--- src/rtl/mac_frame_pipe_if.sv ---
// Sample/result bus for mac_frame_pipe; the master drives samples and bias and the slave (the engine) returns results.
interface mac_frame_pipe_if #(
  parameter int IN_W  = 8,
  parameter int ACC_W = 32,
  parameter int CNT_W = 8
) ();
  // Handshake: no backpressure. A sample is taken on a rising clk edge with en && in_valid.
  // out_valid is a one-cycle strobe; Result/out_count/out_ovf are meaningful while it is high.
  logic             en;
  logic             in_valid;
  logic             in_last;
  logic             signed_mode;
  logic [IN_W-1:0]  X;
  logic [IN_W-1:0]  Y;
  logic             acc_load;
  logic [ACC_W-1:0] Z;
  logic [ACC_W-1:0] Result;
  logic             out_valid;
  logic [CNT_W-1:0] out_count;
  logic             out_ovf;
  logic             dbg_state;

  modport master (
    output en, in_valid, in_last, signed_mode, X, Y, acc_load, Z,
    input  Result, out_valid, out_count, out_ovf, dbg_state
  );

  modport slave (
    input  en, in_valid, in_last, signed_mode, X, Y, acc_load, Z,
    output Result, out_valid, out_count, out_ovf, dbg_state
  );
endinterface

--- src/rtl/mac_frame_pipe.sv ---
// Framed multiply-accumulate: input tag stage, multiply, extend, accumulate.
// Define MAC_FRAME_SAT_EN to make the accumulate stage saturate instead of wrap.
module mac_frame_pipe #(
  parameter int IN_W  = 8,
  parameter int ACC_W = 32,
  parameter int CNT_W = 8
) (
  input  logic           clk,
  input  logic           rst,
  mac_frame_pipe_if.slave bus
);

  typedef enum logic {IDLE = 1'b0, RUN = 1'b1} state_t;

  state_t state_q, state_d;
  logic   mode_q, mode_d;
  logic   accept, tag_first, tag_sgn;
  logic [ACC_W-1:0] bias_q, tag_bias;

  assign accept    = bus.en & bus.in_valid;
  assign tag_first = (state_q == IDLE);
  assign tag_sgn   = tag_first ? bus.signed_mode : mode_q;
  // Bias loaded in the same cycle as a first sample is used directly.
  assign tag_bias  = bus.acc_load ? bus.Z : bias_q;
  assign bus.dbg_state = state_q;

  always_comb begin
    state_d = state_q;
    mode_d  = mode_q;
    if (accept) begin
      if (state_q == IDLE) begin
        mode_d  = bus.signed_mode;
        state_d = bus.in_last ? IDLE : RUN;
      end else if (bus.in_last) begin
        state_d = IDLE;
      end
    end
  end

  always_ff @(posedge clk) begin
    if (rst) begin
      state_q <= IDLE;
      mode_q  <= 1'b0;
      bias_q  <= '0;
    end else if (bus.en) begin
      state_q <= state_d;
      mode_q  <= mode_d;
      if (bus.acc_load) bias_q <= bus.Z;
    end
  end

  // Stage tags
  logic s0_valid, s0_first, s0_last, s0_sgn;
  logic s1_valid, s1_first, s1_last, s1_sgn;
  logic s2_valid, s2_first, s2_last, s2_sgn;
  logic [IN_W-1:0]    s0_x, s0_y;
  logic [ACC_W-1:0]   s0_bias, s1_bias, s2_bias;
  logic [2*IN_W-1:0]  s1_prod, prod_d;
  logic [ACC_W-1:0]   s2_ext, ext_d;

  // Sign-extending the operands lets one unsigned multiplier serve both modes.
  always_comb begin
    prod_d = {{IN_W{s0_sgn & s0_x[IN_W-1]}}, s0_x} * {{IN_W{s0_sgn & s0_y[IN_W-1]}}, s0_y};
  end

  always_comb begin
    ext_d = '0;
    ext_d[2*IN_W-1:0] = s1_prod;
    for (int i = 2*IN_W; i < ACC_W; i++) ext_d[i] = s1_sgn & s1_prod[2*IN_W-1];
  end

  always_ff @(posedge clk) begin
    if (rst) begin
      {s0_valid, s0_first, s0_last, s0_sgn} <= '0;
      {s1_valid, s1_first, s1_last, s1_sgn} <= '0;
      {s2_valid, s2_first, s2_last, s2_sgn} <= '0;
      s0_x    <= '0;
      s0_y    <= '0;
      s0_bias <= '0;
      s1_bias <= '0;
      s2_bias <= '0;
      s1_prod <= '0;
      s2_ext  <= '0;
    end else if (bus.en) begin
      s0_valid <= accept;
      s0_first <= tag_first;
      s0_last  <= bus.in_last;
      s0_sgn   <= tag_sgn;
      s0_x     <= bus.X;
      s0_y     <= bus.Y;
      s0_bias  <= tag_bias;
      {s1_valid, s1_first, s1_last, s1_sgn} <= {s0_valid, s0_first, s0_last, s0_sgn};
      s1_bias  <= s0_bias;
      s1_prod  <= prod_d;
      {s2_valid, s2_first, s2_last, s2_sgn} <= {s1_valid, s1_first, s1_last, s1_sgn};
      s2_bias  <= s1_bias;
      s2_ext   <= ext_d;
    end
  end

  // Accumulate stage
  logic [ACC_W-1:0] acc_q, a_op, acc_d;
  logic [ACC_W:0]   sum;
  logic [CNT_W-1:0] cnt_q;
  logic             ovf_q, vld_q, add_ovf;

  always_comb begin
    a_op    = s2_first ? s2_bias : acc_q;
    sum     = {1'b0, a_op} + {1'b0, s2_ext};
    add_ovf = s2_sgn ? ((a_op[ACC_W-1] == s2_ext[ACC_W-1]) && (sum[ACC_W-1] != a_op[ACC_W-1]))
                     : sum[ACC_W];
    acc_d   = sum[ACC_W-1:0];
`ifdef MAC_FRAME_SAT_EN
    if (add_ovf) begin
      if (!s2_sgn)              acc_d = '1;
      else if (a_op[ACC_W-1])   acc_d = {1'b1, {(ACC_W-1){1'b0}}};
      else                      acc_d = {1'b0, {(ACC_W-1){1'b1}}};
    end
`endif
  end

  always_ff @(posedge clk) begin
    if (rst) begin
      acc_q <= '0;
      cnt_q <= '0;
      ovf_q <= 1'b0;
      vld_q <= 1'b0;
    end else if (!bus.en) begin
      vld_q <= 1'b0;
    end else begin
      vld_q <= s2_valid & s2_last;
      if (s2_valid) begin
        acc_q <= acc_d;
        if (s2_first) begin
          cnt_q <= CNT_W'(1);
          ovf_q <= add_ovf;
        end else begin
          cnt_q <= (cnt_q == '1) ? cnt_q : cnt_q + 1'b1;
          ovf_q <= ovf_q | add_ovf;
        end
      end
    end
  end

  assign bus.Result    = acc_q;
  assign bus.out_count = cnt_q;
  assign bus.out_ovf   = ovf_q;
  assign bus.out_valid = vld_q;

endmodule

--- src/flat_wrapper.sv ---
// flat-port wrapper written by rule: the top's interface ports become plain ports
module mac_frame_pipe_flat 
#(
  parameter int IN_W  = 8,
  parameter int ACC_W = 32,
  parameter int CNT_W = 8
)
  (clk, rst, bus_en, bus_in_valid, bus_in_last, bus_signed_mode, bus_X, bus_Y, bus_acc_load, bus_Z, bus_Result, bus_out_valid, bus_out_count, bus_out_ovf, bus_dbg_state);
  mac_frame_pipe_if #(.IN_W(IN_W), .ACC_W(ACC_W), .CNT_W(CNT_W)) bus_i ();
  input  logic clk;
  input  logic rst;
  input wire logic [$bits(bus_i.en)-1:0] bus_en;
  input wire logic [$bits(bus_i.in_valid)-1:0] bus_in_valid;
  input wire logic [$bits(bus_i.in_last)-1:0] bus_in_last;
  input wire logic [$bits(bus_i.signed_mode)-1:0] bus_signed_mode;
  input wire logic [$bits(bus_i.X)-1:0] bus_X;
  input wire logic [$bits(bus_i.Y)-1:0] bus_Y;
  input wire logic [$bits(bus_i.acc_load)-1:0] bus_acc_load;
  input wire logic [$bits(bus_i.Z)-1:0] bus_Z;
  output wire logic [$bits(bus_i.Result)-1:0] bus_Result;
  output wire logic [$bits(bus_i.out_valid)-1:0] bus_out_valid;
  output wire logic [$bits(bus_i.out_count)-1:0] bus_out_count;
  output wire logic [$bits(bus_i.out_ovf)-1:0] bus_out_ovf;
  output wire logic [$bits(bus_i.dbg_state)-1:0] bus_dbg_state;
  assign bus_i.en = bus_en;
  assign bus_i.in_valid = bus_in_valid;
  assign bus_i.in_last = bus_in_last;
  assign bus_i.signed_mode = bus_signed_mode;
  assign bus_i.X = bus_X;
  assign bus_i.Y = bus_Y;
  assign bus_i.acc_load = bus_acc_load;
  assign bus_i.Z = bus_Z;
  assign bus_Result = bus_i.Result;
  assign bus_out_valid = bus_i.out_valid;
  assign bus_out_count = bus_i.out_count;
  assign bus_out_ovf = bus_i.out_ovf;
  assign bus_dbg_state = bus_i.dbg_state;
  mac_frame_pipe #(.IN_W(IN_W), .ACC_W(ACC_W), .CNT_W(CNT_W)) u_core (.clk(clk), .rst(rst), .bus(bus_i));
endmodule
--- config.mk ---
export PLATFORM = sky130hd
export DESIGN_NAME = mac_frame_pipe_flat
export DESIGN_NICKNAME = d
export VERILOG_FILES = /design/src/rtl/mac_frame_pipe_if.sv /design/src/rtl/mac_frame_pipe.sv /design/src/flat_wrapper.sv
export SDC_FILE = /design/constraint.sdc
export NUM_CORES = 1
export LEC_CHECK = 0
export CAP_MARGIN = 25
export CORE_MARGIN = 5
export CORE_UTILIZATION = 40
export DETAILED_ROUTE_END_ITERATION = 7
export GPL_TIMING_DRIVEN = 0
export SYNTH_ARGS = -nofsm -noshare
export SYNTH_HDL_FRONTEND = slang
export SYNTH_SLANG_ARGS = --single-unit
--- constraint.sdc ---
create_clock -name clk -period 4.97 [get_ports clk]
set_clock_uncertainty 0.15 [all_clocks]
set_input_delay 0.7455 -clock clk [delete_from_list [all_inputs] [get_ports clk]]
set_output_delay 0.7455 -clock clk [all_outputs]
set_load 0.02 [all_outputs]
# Yosys cells after proc, flatten, opt, wreduce, memory -nomap -nowiden
# Cells that the tools add are included.
# totals
regBits	201
word_cells	54
output_inout_bits	43
input_bits	55
# classes
muxes	8
n_reduce_logical	6
n_mul	1
n_addsub	2
n_bitwise	8
n_eq_ne	4
# ops
op	count
2-to-1 mux 32 bit	2
adder 32 x 32 -> 33 bit	1
multiplier 9 x 9 -> 16 bit	1
2-to-1 mux 8 bit	2
adder 8 x 1 -> 8 bit (second input constant)	1
== test 8 bit (second input constant)	1
AND reduction 2 bit	3
bitwise AND 1 bit	5
2-to-1 mux 1 bit	4
AND reduction 3 bit	1
inequality test 2 x 1 -> 1 bit (second input constant)	1
inverter 1 bit	2
OR reduction 2 bit	1
== test 1 bit	1
logical AND 1 bit	1
inequality test 1 bit	1
bitwise OR 1 bit	1

# Depth between registers and ports, before layout
# depth
ltp_word	7
mapped_depth	21
depth_no_buf	20

# Worst setup path before layout
# OpenSTA, ideal clock, no wires.
# synth_timing
kind	reg-to-reg
startpoint	register u_core.s0_y[7]
endpoint	register u_core.s1_prod[14]
path_slack_ns	-0.451
synth_period_minus_slack_ns	5.421
setup_time_ns	0.128
n_path_buf	1
arrival_time_ns	5.143
t_required_ns	4.692
path_stages_with_launch	20
path_cell_list	dfxtp_1 > clkbuf_1 > nand2_1 > or2_2 > fa_1 > fa_1 > inv_1 > fa_1 > fa_1 > inv_1 > fa_1 > inv_1 > ha_1 > inv_1 > o21ai_0 > a2111o_1 > a311oi_1 > xnor2_1 > mux2i_1 > nor2_1
# synth_via
elab_chain_len	2
# synth_lines
element	line_no	text
from (decl)	mac_frame_pipe.sv:56	logic [IN_W-1:0] s0_x, s0_y;
from (signal assigned)	mac_frame_pipe.sv:90	s0_y <= bus.Y;
bitwise AND 1 bit	mac_frame_pipe.sv:63	prod_d = {{IN_W{s0_sgn & s0_x[IN_W-1]}}, s0_x} * {{IN_W{s0_sgn & s0_y[IN_W-1]}}, s0_y};
multiplier 9 x 9 -> 16 bit *	mac_frame_pipe.sv:63	
to (signal assigned)	mac_frame_pipe.sv:94	s1_prod <= prod_d;
to (decl)	mac_frame_pipe.sv:58	logic [2*IN_W-1:0] s1_prod, prod_d;
# Mark *: on every way between the ends. The rest lies on a longest branch, timed or not.
# A chain may end at the register's enable or synchronous reset.

# Worst setup path in the final report
# Ends and elaborated chain as after synthesis.

==> flow_metrics.py <==
metrics = {
    "run": {
        "maxCapViolations": 0,
    },
    "pwr": {
        "worst_ir_drop_vdd_mv": 0.222,
        "p_leak_nw": 6.27,
        "p_sw_share_pct": 24.5,
        "clockPowerShare_pct": 46.3,
        "total_power_mw": 3.87,
        "powerDensity_nw_per_um2": 269,
        "p_comb_share_pct": 9.8,
        "switchingPower_uw": 949,
        "p_seq_share_pct": 43.9,
        "intPower_mw": 2.92,
    },
    "min_path": {
        "hold_path_end": "u_core.s0_bias[24]",
        "min-delay-path-class": "reg2reg",
        "hold_start": "u_core.s0_bias[24]",
        "worstHoldPathCells": 2,
    },
    "synth": {
        "synthesis.nets": 1506,
        "synth_top_family_by_area": "adder cells",
        "synth_top_area_share_pct": 33.9,
        "synth_compound_area_share_pct": 10.2,
        "synthSimpleGateAreaFrac_pct": 17.3,
        "synth-seq-cells": 201,
        "ys_async_sr_fraction_pct": 0,
        "synthXorXnorAreaFrac_pct": 2.73,
        "yosysMostFrequentCell": "dfxtp_1",
        "ys_warn_count": 0,
        "synth_edf_count": 0,
        "synth_top_cells_by_area": "dfxtp_1 34%, fa_1 11%, mux2i_1 10%",
        "synth_top_area_cell": "dfxtp_1",
        "synth_fa_ha_area_share_pct": 17.7,
        "seq_area_frac_synth_pct": 33.9,
        "synthTopCellsByCount": "201 x dfxtp_1, 171 x nor2_1, 151 x nand2_1",
        "synthDistinctLibCells": 60,
        "syn_avg_cell_area_sq_um": 8.99,
        "synth_flop_cell": "dfxtp_1",
        "synthesis.area_sq_um": 11900,
        "netlist_instances": 1321,
        "yosys-mux-area-fraction_pct": 13.3,
    },
    "clock_network": {
        "cts_sinks": 201,
        "postCtsHoldBufs": 0,
        "clkLatencyLatePin_ps": 520,
        "cts_buffers": 23,
        "clkTransAtPathRegs_ps": 60,
        "ctsLongestPathBuffers": 3,
        "htree_levels": 1,
        "cts_tree": "yes",
        "cts_root_buffer": "clkbuf_16",
    },
    "run_status": {
        "outcome": "complete, but fails checks",
        "violations": "negative setup slack",
    },
    "finish": {
        "syn_to_final_growth_pct": 21.0,
        "diodes": 0,
        "drive_gt1_share_pct": 9.58,
        "final_nets": 1630,
    },
    "detailed_routing": {
        "wl_um": 30500,
        "ant_nets": 0,
        "viasPerCell": 5.06,
        "wl_per_cell_um": 16.5,
        "drc": 0,
        "vias": 9379,
        "drt_iter0_markers": 358,
        "drtPass1Iterations": 5,
    },
    "floorplan": {
        "pin_count": 98,
        "die_h_um": 182,
        "die-area_sq_um": 33200,
        "die_w_um": 182,
        "core_sq_um": 29500,
        "start_util_pct": 40.3,
        "rows": 63,
    },
    "critical_path": {
        "reg2reg_depth": 16,
        "r2r_start": "u_core.s0_y[7]",
        "end_kind": "flop",
        "timing.rr.end": "u_core.s1_prod[14]",
        "crit_arrival_ps": 5220,
        "startpoint_type": "flop",
        "rrSetupSlack_ps": -20,
        "critPathMaxFanout": 4,
        "critPathLaunch": "u_core.s0_y[7]",
        "required_ps": 5200,
        "critPathKind": "reg2reg",
    },
    "global_routing": {
        "grt_first_pass_wirelength_um": 49700,
        "grt-ovfl-total": 0,
        "grt_max_degree": 18,
        "antenna_found_initial": 0,
        "grt_pass1_vias": 9445,
        "grt_usage_pct": 18.3,
    },
    "timing": {
        "slew_headroom_pct": 35.0,
        "finalHoldViolations": 0,
        "period_minus_slack_ps": 4990,
        "setup-violations-final": 1,
        "finalMaxSlewViolations": 0,
        "tightestPinTransition_ps": 975,
        "tns_ps": -23.9,
        "timing.final.crit_share_pct": 100,
        "rsz0062_at_grt": "yes",
        "finalWorstSetupSlack_ps": -23.9,
        "clock.fmax_mhz": 200,
    },
    "placed_design": {
        "gp_congestion": 0.900,
        "port_buffers": 97,
        "hpwl_um": 23200,
    },
}
[kinds of logic (layout without fill, tap and decap cells)]
group | Yosys count | count (layout)
compound gates | 190 | 190
xor+xnor | 37 | 37
fa+ha+maj | 130 | 130
buf+inv | 153 | 294
flops | 201 | 201
mux | 154 | 154
simple gates | 456 | 456
[critical path: stages (launching register included)]
cell and delay, ps:
dfxtp_2 330, clkbuf_8 140, nand2_8 50, buf_4 150
or2_2 290, fa_1 550, fa_1 440, fa_1 550
inv_1 60, fa_1 490, ha_1 330, ha_4 260
a2111o_1 450, a311oi_2 310, xnor2_1 110, mux2i_1 140
nor2_1 50
[final cells by class]
| class | count | area [sq um] |
|---|---|---|
| timing repair buffer | 109 | 1060 |
| sequential | 201 | 4060 |
| clock buffer | 29 | 618 |
| fill | 2846 | 15100 |
| clock inverter | 13 | 180 |
| inverter | 83 | 312 |
| tap | 390 | 488 |
| buffer | 60 | 249 |
| multi-input combinational | 967 | 7410 |
[power groups by stage]
stage / sequential, mW / combinational (mW) / clock [mW]
floorplan: 1.71 / 0.246 / 0
global placement: 1.72 / 0.371 / 0
detailed placement: 1.72 / 0.376 / 0
CTS: 1.70 / 0.372 / 1.85
global route: 1.71 / 0.423 / 1.91
finish: 1.70 / 0.379 / 1.79
[worst max-delay path by stage]
stage	endpoint	slack, ps	cells past startpoint
finish	u_core.s1_prod[14]	-20	16
global route	u_core.s1_prod[14]	-170	18
CTS	u_core.s1_prod[14]	-20	19
detailed placement	u_core.s1_prod[15]	-480	18
global placement	u_core.s1_prod[15]	-460	18
floorplan	u_core.s1_prod[14]	30	18
[metal layers]
layer / track usage [%] / vias to the layer above / share of wire (%)
li1: - / 4704 / -
met4: 5.13 / 0 / 2.6
met5: 0 / - / 0
met1: 24.5 / 4475 / 46
met3: 2.53 / 47 / 3.5
met2: 31.3 / 153 / 48
[stage by stage]
step / hold slack [ps] / util (%) / setup slack (ps) / std cells / cell area (sq um)
finish: 304 / 48.8 / -23.9 / 1852 / 14400
global placement: 293 / 45.4 / -457 / 1808 / 13400
floorplan: 279 / - / 26.9 / 1321 / 11900
global route: 325 / 48.8 / -172 / 1852 / 14400
CTS: 305 / 48.4 / -18.4 / 1850 / 14300
detailed placement: 298 / 45.4 / -484 / 1808 / 13400
[layout by cell type (no fill, tap or decap), drive strengths merged, types with 3 or more instances in the layout]
| cell | n |
|---|---|
| dfxtp | 201 |
| nor2 | 171 |
| nand2 | 151 |
| mux2i | 123 |
| clkdlybuf4s50 | 97 |
| a21oi | 89 |
| inv | 85 |
| clkbuf | 81 |
| ha | 66 |
| fa | 64 |
| and2 | 41 |
| mux2 | 31 |
| o21ai | 27 |
| xnor2 | 25 |
| buf | 20 |
| nand3 | 15 |
| a211oi | 14 |
| nand2b | 12 |
| xor2 | 12 |
| nor3 | 12 |
| a21o | 10 |
| nand3b | 10 |
| or3 | 10 |
| o21a | 9 |
| o211ai | 9 |
| clkinv | 7 |
| a211o | 6 |
| and3 | 6 |
| nand4 | 6 |
| nor3b | 5 |
| o21bai | 4 |
| o22ai | 4 |
| bufinv | 4 |
| or2 | 4 |
| nor2b | 3 |
| nand4b | 3 |
| a31oi | 3 |
[flip-flops by register name (all words and copies together), names as in the netlist, 8 cells and up]
signal,cells
u_core.s0_x,8
u_core.bus.Result,32
u_core.s2_bias,32
u_core.s2_ext,17
u_core.s1_prod,16
u_core.s0_y,8
u_core.s1_bias,32
u_core.bus.out_count,8
u_core.s0_bias,32
[repair_timing]
item,in CTS,in global routing
hold endpoints to repair,0,0
endpoints found under the setup margin,5,5
gates resized for setup,31,25
pin swaps,18,16
buffers inserted,10,2
(Power assumes the default switching activity.)
